### src/rtl/core_bus_arbiter.sv
// Two-master (instruction fetch / data) arbiter for a single downstream cache-core bus.
// One transaction in flight; round-robin grant, response routing and response watchdog.
module core_bus_arbiter #(
   parameter int ADDR_W       = 64,
   parameter int TAG_W        = 13,
   parameter int RESP_TIMEOUT = 1024
) (
   input  logic              clk,
   input  logic              reset,
   input  logic              i_reqcyc,
   input  logic [ADDR_W-1:0] i_req,
   input  logic [TAG_W-1:0]  i_reqtag,
   output logic              i_reqack,
   output logic              i_respcyc,
   output logic [ADDR_W-1:0] i_resp,
   output logic [TAG_W-1:0]  i_resptag,
   input  logic              i_respack,
   input  logic              d_reqcyc,
   input  logic [ADDR_W-1:0] d_req,
   input  logic [TAG_W-1:0]  d_reqtag,
   output logic              d_reqack,
   output logic              d_respcyc,
   output logic [ADDR_W-1:0] d_resp,
   output logic [TAG_W-1:0]  d_resptag,
   input  logic              d_respack,
   output logic              bus_reqcyc,
   output logic [ADDR_W-1:0] bus_req,
   output logic [TAG_W-1:0]  bus_reqtag,
   input  logic              bus_reqack,
   input  logic              bus_respcyc,
   input  logic [ADDR_W-1:0] bus_resp,
   input  logic [TAG_W-1:0]  bus_resptag,
   output logic              bus_respack,
   output logic              owner,
   output logic              busy,
   output logic              err
);

   localparam int TIMER_W = (RESP_TIMEOUT > 1) ? $clog2(RESP_TIMEOUT) : 1;

   typedef enum logic [1:0] {
      ST_IDLE,
      ST_ISSUE,
      ST_WAIT_RESP,
      ST_BURST
   } state_t;

   state_t              state_q, state_d;
   logic                last_grant_q, last_grant_d;
   logic                owner_q, owner_d;
   logic                err_q, err_d;
   logic [TIMER_W-1:0]  timer_q, timer_d;
   logic [ADDR_W-1:0]   bus_req_q, bus_req_d;
   logic [TAG_W-1:0]    bus_reqtag_q, bus_reqtag_d;
   logic                grant_d_master;
   logic                routing;
   logic                owner_respack;

   // On a tie the master that did not win last time gets the bus.
   assign grant_d_master = d_reqcyc && (!i_reqcyc || !last_grant_q);

   always_comb begin
      state_d      = state_q;
      last_grant_d = last_grant_q;
      owner_d      = owner_q;
      err_d        = err_q;
      timer_d      = timer_q;
      bus_req_d    = bus_req_q;
      bus_reqtag_d = bus_reqtag_q;
      case (state_q)
         ST_IDLE: begin
            if (i_reqcyc || d_reqcyc) begin
               owner_d      = grant_d_master;
               bus_req_d    = grant_d_master ? d_req : i_req;
               bus_reqtag_d = grant_d_master ? d_reqtag : i_reqtag;
               state_d      = ST_ISSUE;
            end
         end
         ST_ISSUE: begin
            if (bus_reqack) begin
               timer_d = '0;
               state_d = ST_WAIT_RESP;
            end
         end
         ST_WAIT_RESP: begin
            if (bus_respcyc) begin
               state_d = ST_BURST;
            end else if (timer_q == TIMER_W'(RESP_TIMEOUT - 1)) begin
               err_d        = 1'b1;
               last_grant_d = owner_q;
               state_d      = ST_IDLE;
            end else begin
               timer_d = timer_q + 1'b1;
            end
         end
         ST_BURST: begin
            if (!bus_respcyc) begin
               last_grant_d = owner_q;
               state_d      = ST_IDLE;
            end
         end
         default: state_d = ST_IDLE;
      endcase
      // A response beat with no transaction awaiting one is a protocol violation.
      if ((state_q == ST_IDLE || state_q == ST_ISSUE) && bus_respcyc) begin
         err_d = 1'b1;
      end
   end

   always_ff @(posedge clk or posedge reset) begin
      if (reset) begin
         state_q      <= ST_IDLE;
         last_grant_q <= 1'b1;
         owner_q      <= 1'b0;
         err_q        <= 1'b0;
         timer_q      <= '0;
         bus_req_q    <= '0;
         bus_reqtag_q <= '0;
      end else begin
         state_q      <= state_d;
         last_grant_q <= last_grant_d;
         owner_q      <= owner_d;
         err_q        <= err_d;
         timer_q      <= timer_d;
         bus_req_q    <= bus_req_d;
         bus_reqtag_q <= bus_reqtag_d;
      end
   end

   assign busy       = (state_q != ST_IDLE);
   assign owner      = owner_q;
   assign err        = err_q;
   assign bus_reqcyc = (state_q == ST_ISSUE);
   assign bus_req    = bus_req_q;
   assign bus_reqtag = bus_reqtag_q;

   assign i_reqack = bus_reqcyc && bus_reqack && !owner_q;
   assign d_reqack = bus_reqcyc && bus_reqack && owner_q;

   // The first beat can arrive while still waiting, so routing covers both states.
   assign routing       = (state_q == ST_WAIT_RESP) || (state_q == ST_BURST);
   assign owner_respack = owner_q ? d_respack : i_respack;

   assign i_respcyc   = routing && !owner_q && bus_respcyc;
   assign i_resp      = (routing && !owner_q) ? bus_resp : '0;
   assign i_resptag   = (routing && !owner_q) ? bus_resptag : '0;
   assign d_respcyc   = routing && owner_q && bus_respcyc;
   assign d_resp      = (routing && owner_q) ? bus_resp : '0;
   assign d_resptag   = (routing && owner_q) ? bus_resptag : '0;
   assign bus_respack = routing && bus_respcyc && owner_respack;

endmodule
### config.mk
export PLATFORM = sky130hd
export DESIGN_NAME = core_bus_arbiter
export DESIGN_NICKNAME = d
export VERILOG_FILES = /design/src/rtl/core_bus_arbiter.sv
export SDC_FILE = /design/constraint.sdc
export NUM_CORES = 1
export LEC_CHECK = 0
export CAP_MARGIN = 5
export CORE_AREA = 2 2 184 186
export DETAILED_ROUTE_END_ITERATION = 6
export DIE_AREA = 0 0 186 188
export GPL_TIMING_DRIVEN = 0
export PLACE_DENSITY_LB_ADDON = 0.12
export SLEW_MARGIN = 10
export SYNTH_ARGS = -nofsm -noshare
export SYNTH_HDL_FRONTEND = slang
export SYNTH_SLANG_ARGS = --single-unit
### constraint.sdc
create_clock -name clk -period 2.9 [get_ports clk]
set_input_delay 0.58 -clock clk [delete_from_list [all_inputs] [get_ports clk]]
set_output_delay 0.58 -clock clk [all_outputs]
set_load 0.02 [all_outputs]
==> metrics <==
final period utilization=0.969; residual overflow from global routing=0; cell count after synthesis=614; final HPWL from detailed placement=25,600 um; number of rows created at floorplan=67; Post-Route WL=between 30,000 and 40,000 um; GRT Util Overall=0.168; number of register bits inferred by synthesis=92; Seq. cell area=2300 um2; Slew Limit Fails=0; post-route minimum period=2.81 ns; reg2reg end=bus_reqtag[0]; achievable frequency=356 MHz; area added between synthesis and finish=103%; class of the worst hold path=flip-flop to flip-flop; n_diodes=0; master cell of the clock root buffer=clkbuf_16; endpoints failing setup=0; total die area=approximately 35,000 um2; Main synth FF type=dfrtp_1; highest-count cells in the layout ignoring fill and taps=clkdlybuf4s50_1 (441), dfrtp_1 (90), nand2_1 (86); WHS=approximately 0.48 ns; met2 track demand over resource=0.327; number of setup buffers added after CTS=0; delay contributed by the slowest stage of the critical path=~0.60 ns; status=complete, no violations; horizontal extent of the die=186 um; area share of the leading cell type in the synthesized netlist=0.412; unrepaired setup endpoints after global routing=yes; largest fanout on the critical path=10; ANT nets after route=0; TritonCTS Buffers=9; Global Route met1 Usage=0.167; reg-to-reg critical path startpoint=state_q[0]; placement-stage cell area=approximately 11,000 um2; maximum clock skew at final layout=0.00982 ns; data required time at the worst endpoint=2.32 ns; leakage power total=5.04 nW; buffer and inverter count on the worst path=3; most area-consuming cells after synthesis=dfrtp_1 (41%), mux2i_1 (14%), and3_1 (9.2%); clock-pin slew reported for the worst setup and hold paths after clock tree synthesis=about 0.07 ns; largest net degree at the start of global routing=35; endpoints failing hold=0; routing layer with the top usage in global route=met2; wire length per cell after detailed routing=slightly below 20 um; slowest library cell on the worst path=clkdlybuf4s50_1; Max-cap violations=0; TNS Setup=0 ns; clock tree sinks=92; startpoint of the most critical hold path=bus_req[51]; cells along the critical path=clkbuf_4 -> clkbuf_1 -> and3_1 -> clkdlybuf4s50_1; First DRT Iteration DRCs=224; Post-layout nets=around 1,300; global placer's final weighted congestion=0.800; share of layout cells above drive strength 1=0.0666; Slew @ Worst Pin=between 0.5 and 0.6 ns; launching element type of the critical path=flip-flop; worst slew margin relative to its limit=0.599; path type of the worst setup path=flip-flop to output port; I/O pin count=between 400 and 500; number of vias in the routed layout=approximately 6,400; CTS H-Tree Depth=3; Post-synth EDFFs=0; Clk Latency, worst-skew pair=0.35 ns; Final Cell Area=11,200 um2; power per unit of standard cell area=887 nW/um2; vias in the first global route=6,555; ys async rst share=1.00; total nets after synthesis=854; IR drop worst, VDD=0.326 mV; DR DRC count=0; floorplan die height=roughly 190 um; iteration count of the initial detailed-routing pass=4; count of synthesis-stage warnings from yosys=0; most common library cell in the layout ignoring fill and taps=clkdlybuf4s50_1; filler instances=3,506; share of the yosys chip area belonging to registers=0.417; maximum clock path buffer count=2; post-synth top area cell=dfrtp_1; worst path setup slack after routing=0.0899 ns; data arrival at the endpoint of the critical path=roughly 2.2 ns; multi-input combinational cell area=around 2900 um2; worst-case reg-to-reg path depth=8; port buffer count=478; grt met3 use=0.0585; first-pass GRT wire length=~43,000 um; initial standard-cell utilization of the core=0.167; Placed Cells=1,543; via density per instance=a little over 4; netlist area before placement=approximately 5500 um2; hold worst-path end=bus_req[51]; DP Worst Slack=-0.415 ns; cell depth of the worst min-delay path=2; clock tree from TritonCTS=yes; family with the most delay on the worst path=buffers and inverters; count of non-filler cells in the finished layout=1,559; CORE AREA=33,100 um2; antenna violations before repair=2; category of the worst setup path capture point=output port; post-synthesis average cell area=9.00 um2; Yosys cell types=49; FF-to-FF setup slack=1.06 ns
## per-stage QoR
step                utilization  power [W]
finish                    0.339    0.00996
floorplan                     -    0.00543
CTS                       0.339     0.0101
global route              0.339     0.0107
detailed placement        0.330    0.00896
global placement          0.329    0.00896
## metal layers
metal,part of all wire,wire length (um)
met5,0.00089,27
met4,0.017,514
met3,0.096,2910
met2,0.53,16200
met1,0.35,10700
## cell families after synthesis
kind of cell | after synthesis | synth area share
AND/OR/NAND/NOR | 274 | 0.273
AO/OA/AOI/OAI | 106 | 0.108
flip-flops | 92 | 0.417
multiplexers | 80 | 0.146
buffers and inverters | 61 | 0.0541
adder cells (fa/ha/maj) | 1 | 0.00226
## worst max path at each step
stage	to	cells after the start	slack [ns]	from
CTS	i_resp[39]	5	0.0007	state_q[1]
detailed placement	bus_respack	5	-0.42	state_q[1]
floorplan	i_resp[45]	4	0.93	owner
finish	d_resp[26]	4	0.09	state_q[1]
global route	d_reqack	4	-0.04	state_q[0]
global placement	bus_respack	5	-0.38	state_q[1]
## cell usage after synthesis, types with 2 or more instances
cell type / count
dfrtp_1: 91
nand2_1: 86
and3_1: 81
mux2i_1: 78
and2_1: 77
o21ai_0: 67
clkbuf_1: 34
o21ai_1: 16
buf_2: 14
nor2_1: 6
a21oi_1: 5
buf_6: 5
buf_4: 4
inv_1: 4
nor2b_1: 4
nor3_1: 3
a211o_1: 2
and4_1: 2
nand3_1: 2
nor4_1: 2
o221ai_1: 2
o31ai_1: 2
## state kept, by name (all words and copies together) (netlist names)
register,count
state_q,2
timer_q,10
err,1
bus_reqtag,13
owner,1
bus_req,64
last_grant_q,1
## worst reg2reg max path, cell delays in order (launching register included)
cell and delay [ns]:
dfrtp_1 0.37, buf_6 0.14, or2_1 0.23, o21bai_1 0.19, buf_2 0.23, buf_6 0.19
buf_2 0.21, nand2_1 0.09, o21ai_0 0.08
## report_power, final
group	switching, W	total, W	leakage (nW)	internal [W]
sequential	0.000347	0.00222	1.14	0.00188
clock	0.000574	0.00117	0.134	0.000595
combinational	0.00365	0.00657	3.76	0.00292
## what timing repair did
item	4_1_cts	5_1_grt
pin swaps	0	0
gates resized for setup	53	22
setup endpoints to repair	157	57
hold buffers	0	0
## area by class of cell
cell class | instances | area share
buffer | 57 | 0.0289
sequential | 92 | 0.205
tap | 448 | 0.0499
clock buffer | 9 | 0.0201
multi-input combinational | 461 | 0.261
inverter | 4 | 0.00167
timing repair buffer | 481 | 0.428
clock inverter | 7 | 0.00513
Note: power is estimated with default switching activity, not from simulation.
